==> src/rtl/dsm_pkg.sv <==
// dsm_pkg: shared sizing helpers for the DSM interpolator slice.
//   osr_of         : oversampling ratio from its log2
//   acc_width      : linear-interpolation accumulator width
//   delta_width    : segment slope width (one bit wider than a sample)
//   tick_cnt_width : width of the CLK_DIV tick counter (at least 1 bit)
package dsm_pkg;

  function automatic int osr_of(input int log2_osr);
    return 1 << log2_osr;
  endfunction

  // Holds x0 << LOG2_OSR plus up to OSR-1 slope steps with a spare sign bit.
  function automatic int acc_width(input int data_width, input int log2_osr);
    return data_width + log2_osr + 1;
  endfunction

  // x1 - x0 of two DATA_WIDTH samples needs one extra bit to never overflow.
  function automatic int delta_width(input int data_width);
    return data_width + 1;
  endfunction

  // clog2(1) is 0; keep a 1-bit counter so the register is never zero-width.
  function automatic int tick_cnt_width(input int clk_div);
    return (clk_div > 1) ? $clog2(clk_div) : 1;
  endfunction

endpackage

==> src/rtl/dsm_tick_gen.sv <==
// dsm_tick_gen: clock-enable divider producing one tick every CLK_DIV cycles.
// Ports: i_clk (clock), i_rst (sync active-high reset), o_tick (registered
// one-cycle strobe, high in the cycle after the counter wraps to 0).
// With CLK_DIV = 1 o_tick is constantly high from the first cycle after reset.
module dsm_tick_gen
  import dsm_pkg::*;
#(
  parameter int CLK_DIV = 1
) (
  input  logic i_clk,
  input  logic i_rst,
  output logic o_tick
);

  localparam int CW = tick_cnt_width(CLK_DIV);
  localparam logic [CW-1:0] CNT_LAST = CW'(CLK_DIV - 1);

  logic [CW-1:0] r_cnt;
  logic          r_tick;

  always_ff @(posedge i_clk) begin
    if (i_rst) begin
      r_cnt  <= '0;
      r_tick <= 1'b0;
    end else if (r_cnt == CNT_LAST) begin
      r_cnt  <= '0;
      r_tick <= 1'b1;
    end else begin
      r_cnt  <= r_cnt + CW'(1);
      r_tick <= 1'b0;
    end
  end

  assign o_tick = r_tick;

endmodule

==> src/rtl/dsm_interpolator.sv <==
// dsm_interpolator: upsamples base-rate PCM to one output per oversampling
// tick, feeding dsm_dac directly (o_data/o_en -> DAC data/enable).
// Ports: i_clk, i_rst (sync active-high); i_valid/i_data/o_ready input
// handshake (one-entry buffer, o_ready registered); o_data valid while o_en;
// o_underrun pulses with o_en when a segment boundary finds no new sample.
// Macro DSM_INTERP_LINEAR_EN: defined -> linear interpolation between
// segment endpoints; undefined -> zero-order hold of the segment start value.
module dsm_interpolator
  import dsm_pkg::*;
#(
  parameter int DATA_WIDTH = 16,
  parameter int LOG2_OSR   = 6,
  parameter int CLK_DIV    = 1
) (
  input  logic                         i_clk,
  input  logic                         i_rst,
  input  logic                         i_valid,
  input  logic signed [DATA_WIDTH-1:0] i_data,
  output logic                         o_ready,
  output logic signed [DATA_WIDTH-1:0] o_data,
  output logic                         o_en,
  output logic                         o_underrun
);

  localparam int OSR = osr_of(LOG2_OSR);
  localparam logic [LOG2_OSR-1:0] PH_LAST = LOG2_OSR'(OSR - 1);

  // Tick generator
  logic w_tick;

  dsm_tick_gen #(
    .CLK_DIV (CLK_DIV)
  ) u_tick_gen (
    .i_clk  (i_clk),
    .i_rst  (i_rst),
    .o_tick (w_tick)
  );

  // State
  logic [DATA_WIDTH-1:0] r_next;
  logic                  r_next_full;
  logic                  r_ready;
  logic [DATA_WIDTH-1:0] r_x0;
  logic [DATA_WIDTH-1:0] r_x1;
  logic [LOG2_OSR-1:0]   r_phase;
  logic [DATA_WIDTH-1:0] r_data;
  logic                  r_en;
  logic                  r_underrun;

  logic                  w_hs;
  logic                  w_bound;
  logic                  w_next_full_nxt;
  logic [DATA_WIDTH-1:0] w_out;

  assign w_hs    = i_valid & r_ready;
  assign w_bound = w_tick & (r_phase == PH_LAST);

  // A handshake only happens while the buffer is empty, so it never
  // collides with a boundary that drains the buffer.
  always_comb begin
    w_next_full_nxt = r_next_full;
    if (w_hs) begin
      w_next_full_nxt = 1'b1;
    end else if (w_bound) begin
      w_next_full_nxt = 1'b0;
    end
  end

`ifdef DSM_INTERP_LINEAR_EN
  localparam int AW  = acc_width(DATA_WIDTH, LOG2_OSR);
  localparam int DW1 = delta_width(DATA_WIDTH);

  logic [DW1-1:0] w_delta;
  logic [AW-1:0]  w_acc_nxt;
  logic [AW-1:0]  r_acc;

  assign w_delta = {r_x1[DATA_WIDTH-1], r_x1} - {r_x0[DATA_WIDTH-1], r_x0};

  // Phase 0 restarts from x0 scaled by OSR, later phases add one slope step;
  // dropping the low LOG2_OSR bits is an arithmetic shift (floor rounding).
  assign w_acc_nxt = (r_phase == '0)
                   ? {r_x0[DATA_WIDTH-1], r_x0, {LOG2_OSR{1'b0}}}
                   : r_acc + {{LOG2_OSR{w_delta[DW1-1]}}, w_delta};

  assign w_out = w_acc_nxt[LOG2_OSR +: DATA_WIDTH];

  always_ff @(posedge i_clk) begin
    if (i_rst) begin
      r_acc <= '0;
    end else if (w_tick) begin
      r_acc <= w_acc_nxt;
    end
  end
`else
  assign w_out = r_x0;
`endif

  always_ff @(posedge i_clk) begin
    if (i_rst) begin
      r_next      <= '0;
      r_next_full <= 1'b0;
      r_ready     <= 1'b0;
      r_x0        <= '0;
      r_x1        <= '0;
      r_phase     <= '0;
      r_data      <= '0;
      r_en        <= 1'b0;
      r_underrun  <= 1'b0;
    end else begin
      r_en        <= w_tick;
      r_underrun  <= w_bound & ~r_next_full;
      r_next_full <= w_next_full_nxt;
      r_ready     <= ~w_next_full_nxt;

      if (w_hs) begin
        r_next <= i_data;
      end

      if (w_tick) begin
        r_data  <= w_out;
        r_phase <= r_phase + LOG2_OSR'(1);  // wraps at OSR
      end

      if (w_bound) begin
        r_x0 <= r_x1;
        if (r_next_full) begin
          r_x1 <= r_next;
        end
      end
    end
  end

  assign o_ready    = r_ready;
  assign o_data     = r_data;
  assign o_en       = r_en;
  assign o_underrun = r_underrun;

endmodule

==> config.mk <==
export PLATFORM = sky130hd
export DESIGN_NAME = dsm_interpolator
export DESIGN_NICKNAME = d
export VERILOG_FILES = /design/src/rtl/dsm_pkg.sv /design/src/rtl/dsm_tick_gen.sv /design/src/rtl/dsm_interpolator.sv
export SDC_FILE = /design/constraint.sdc
export NUM_CORES = 1
export LEC_CHECK = 0
export BUFFER_PORTS_ARGS = -buffer_cell sky130_fd_sc_hd__buf_2
export CAP_MARGIN = 20
export CELL_PAD_IN_SITES_DETAIL_PLACEMENT = 0
export CELL_PAD_IN_SITES_GLOBAL_PLACEMENT = 2
export CORE_MARGIN = 4
export CORE_UTILIZATION = 38
export DETAILED_ROUTE_END_ITERATION = 7
export MAX_ROUTING_LAYER = met4
export PLACE_DENSITY = 0.89
export SLEW_MARGIN = 5
export SYNTH_ARGS = -nofsm -noshare
export SYNTH_HDL_FRONTEND = slang
export SYNTH_HIERARCHICAL = 1
export SYNTH_SLANG_ARGS = --single-unit
==> constraint.sdc <==
create_clock -name i_clk -period 3.49 [get_ports i_clk]
set_input_delay 0.1745 -clock i_clk [delete_from_list [all_inputs] [get_ports i_clk]]
set_output_delay 0.1745 -clock i_clk [all_outputs]
set_load 0.02 [all_outputs]
==> impl_metrics.py <==
metrics = {
    "clocking": {
        "clkLatencyLatePin_ns": 0.33,
        "cts_setup_buffers": 0,
        "clkSlewWorstSetupHoldPaths_ns": 0.07,
        "cts_made_buffers": 9,
        "root_buffer": "clkbuf_8",
        "htree_levels": 3,
        "cts_buffer_depth": 2,
        "postCtsHoldBufs": 0,
        "clock_sinks": 76,
        "ctsResizeCount": 0,
        "cts_tree": "built",
    },
    "place": {
        "hpwl_um": 3408,
        "gp_congestion": 0.6988,
        "placed_area_mm2": 0.003114,
        "placed_cells": 422,
        "portBuffers": 37,
    },
    "worst_setup_path": {
        "ff2ff_path_depth": 4,
        "critPathCapture": "r_x0[4]",
        "r2r_slack_ns": 1.44,
        "reg2reg_to": "r_x0[4]",
        "end_kind": "flop",
        "cp.required_ns": 3.74,
        "cp_slowest_stage_delay_ns": 0.61,
        "worstSetupStartpointType": "flop",
        "cp_max_fo": 23,
        "arrival_ns": 2.30,
        "r2r-start": "u_tick_gen/o_tick",
        "cp_slowest_cell": "or2_1",
        "critPathKind": "flop to flop",
        "cp_cell_sequence": "buf_4 -> nand4_2 -> or2_1 -> o21ai_0",
        "crit_start": "u_tick_gen/o_tick",
    },
    "layout": {
        "antenna_cells": 0,
        "final_util": 0.4479,
        "stdcell_area_mm2": 0.003283,
        "final_cells": 437,
        "drive_gt1_frac": 0.1657,
        "fin_nets": 354,
        "syn_to_final_growth_pct": 13.15,
    },
    "global_route": {
        "grt_overflow_total": 0,
        "grt_use_total": 0.1338,
        "grt_pass1_vias": 1874,
        "grt_first_pass_wirelength_um": 9114,
        "grt_max_degree": 56,
        "antenna_found_initial": 0,
    },
    "pwr": {
        "power_frac_clock": 0.378,
        "p_total_mw": 1.544,
        "p_sw_frac": 0.2205,
        "combPwrFrac": 0.047,
        "p_switching_mw": 0.3405,
        "internal_power_mw": 1.203,
        "seq_power_share": 0.575,
        "power-per-cell-area_mw_per_mm2": 470.2,
        "peakVddDrop_v": 0.0002505,
        "leakage_nw": 1.256,
    },
    "die": {
        "core_area_mm2": 0.007331,
        "floorplan.initialDensity": 0.3958,
        "row_count": 31,
        "die_y_um": 95.38,
        "die_w_um": 95.38,
        "die_area_mm2": 0.009097,
        "io_pins": 38,
    },
    "detailed_routing": {
        "drt_pass1_iterations": 4,
        "wl_per_cell_um": 11.74,
        "drc": 0,
        "wl_um": 5130,
        "first_iter_violations": 90,
        "ant_nets": 0,
        "vias": 1984,
        "vias_per_cell": 4.540,
    },
    "flow_run": {
        "maxCapViolCount": 0,
    },
    "timing": {
        "slew_viol_final": 0,
        "fmax_mhz": 488.9,
        "fin_worst_skew_ns": 0.005411,
        "rsz0062_at_grt": "false",
        "fin_crit_ns": 2.045,
        "finalSetupViolCount": 0,
        "relSlewSlack": 0.4518,
        "fin_tns_setup_ns": 0,
        "finalCritPeriodShare": 0.5860,
        "worst_pin_slew_ns": 0.8222,
        "finalHoldViolCount": 0,
    },
    "synthesis": {
        "seq_area_frac_synth": 0.5244,
        "synth-seq-cells": 76,
        "avgSynthCellArea_um2": 9.482,
        "synthCells": 306,
        "syn_nets": 326,
        "synth_edf_count": 0,
        "async_reset_ff_frac": 0,
        "synth_ff_type": "dfxtp_1",
        "yosysWarnings": 6,
        "ys_types": 27,
        "synth_area_mm2": 0.002902,
    },
    "worst_hold_path": {
        "hold_path_class": "input port to flop",
    },
    "status": {
        "status": "finished, final reports clean",
    },
}
## power groups by stage
stage | logic [mW] | clock network [mW] | registers (mW)
floorplan | 0.0508 | 0 | 0.909
global placement | 0.0725 | 0 | 0.908
detailed placement | 0.0729 | 0 | 0.909
CTS | 0.0735 | 0.601 | 0.888
global route | 0.0826 | 0.647 | 0.890
finish | 0.0725 | 0.583 | 0.888
## cell families after synthesis
logic type      synth area share
other cells             0.001292
fa+ha+maj               0.004312
mux                       0.1138
buf+inv                  0.04269
simple gates              0.2104
compound gates           0.09099
flops                     0.5244
xor+xnor                 0.01208
## layout by cell type (no fill, tap or decap), types with 2 or more instances in the layout
cell      count
o21ai_0      25
nor2_1       22
nand4_1       2
nand2b_1     32
clkinv_2      2
buf_2        37
clkbuf_8     11
xor2_1        3
o21ai_1       8
clkbuf_1      2
mux2i_1      33
nand2_1      36
a21oi_1      18
nor2b_1      17
dfxtp_1      76
## registers in the layout (all words and copies together) (netlist names), 6 cells and up
| name | flops |
|---|---|
| o_data | 16 |
| r_next | 16 |
| r_x0 | 16 |
| r_x1 | 16 |
| r_phase | 6 |
## worst max-delay path, delay by kind of cell, from the launching register on
family | cells | cell delay, ns
AOI/OAI and AO/OA | 1 | 0.24
buffers and inverters | 1 | 0.32
DFF | 1 | 0.31
and+or+nand+nor | 2 | 1.09
## worst min-delay path by stage
stage / start / endpoint / slack (ns) / cells past startpoint
2_1_floorplan: i_rst / u_tick_gen/o_tick / 0.24 / 1
3_3_place_gp: u_tick_gen/r_cnt / u_tick_gen/o_tick / 0.38 / 1
3_5_place_dp: u_tick_gen/r_cnt / u_tick_gen/o_tick / 0.38 / 1
4_1_cts: i_data[8] / r_next[8] / 0.06 / 3
5_1_grt: i_data[6] / r_next[6] / 0.06 / 3
6_report: i_data[3] / r_next[3] / 0.07 / 3
## cells in the mapped netlist (2+ instances only)
library cell	number	area share
o21ai_1	8	0.014
mux2i_1	33	0.11
buf_2	6	0.010
a21oi_1	18	0.031
nand2b_1	32	0.069
nor2_1	22	0.028
dfxtp_1	76	0.52
clkbuf_1	12	0.016
o21ai_0	25	0.043
xor2_1	3	0.0091
nor2b_1	17	0.037
nand4_1	2	0.0043
buf_6	3	0.012
nand2_1	36	0.047
## cell type report
class                   instances  area, um^2
clock inverters                 2       10.01
fillers                       737        4048
well taps                      99       123.9
multi-input cells             208        1256
repair buffers                 39       212.7
clock buffers                  13       158.9
flip-flops and latches         76        1521
## metal layers
| metal | GRT usage | wire (um) | vias to the layer above |
|---|---|---|---|
| met5 | - | 0 | - |
| met3 | 0.02920 | 155 | 7 |
| met1 | 0.1990 | 2884 | 884 |
| met4 | 0.07109 | 85 | 0 |
| li1 | - | - | 1063 |
| met2 | 0.1644 | 2005 | 30 |
## through the flow
stage / hold WS, ns / setup slack (ns)
after floorplan: 0.2412 / 2.139
after global placement: 0.3752 / 1.478
after detailed placement: 0.3815 / 1.419
after CTS: 0.05864 / 1.395
after global routing: 0.05646 / 1.214
final: 0.07309 / 1.445
No activity file was read; power rests on OpenSTA's default activity.
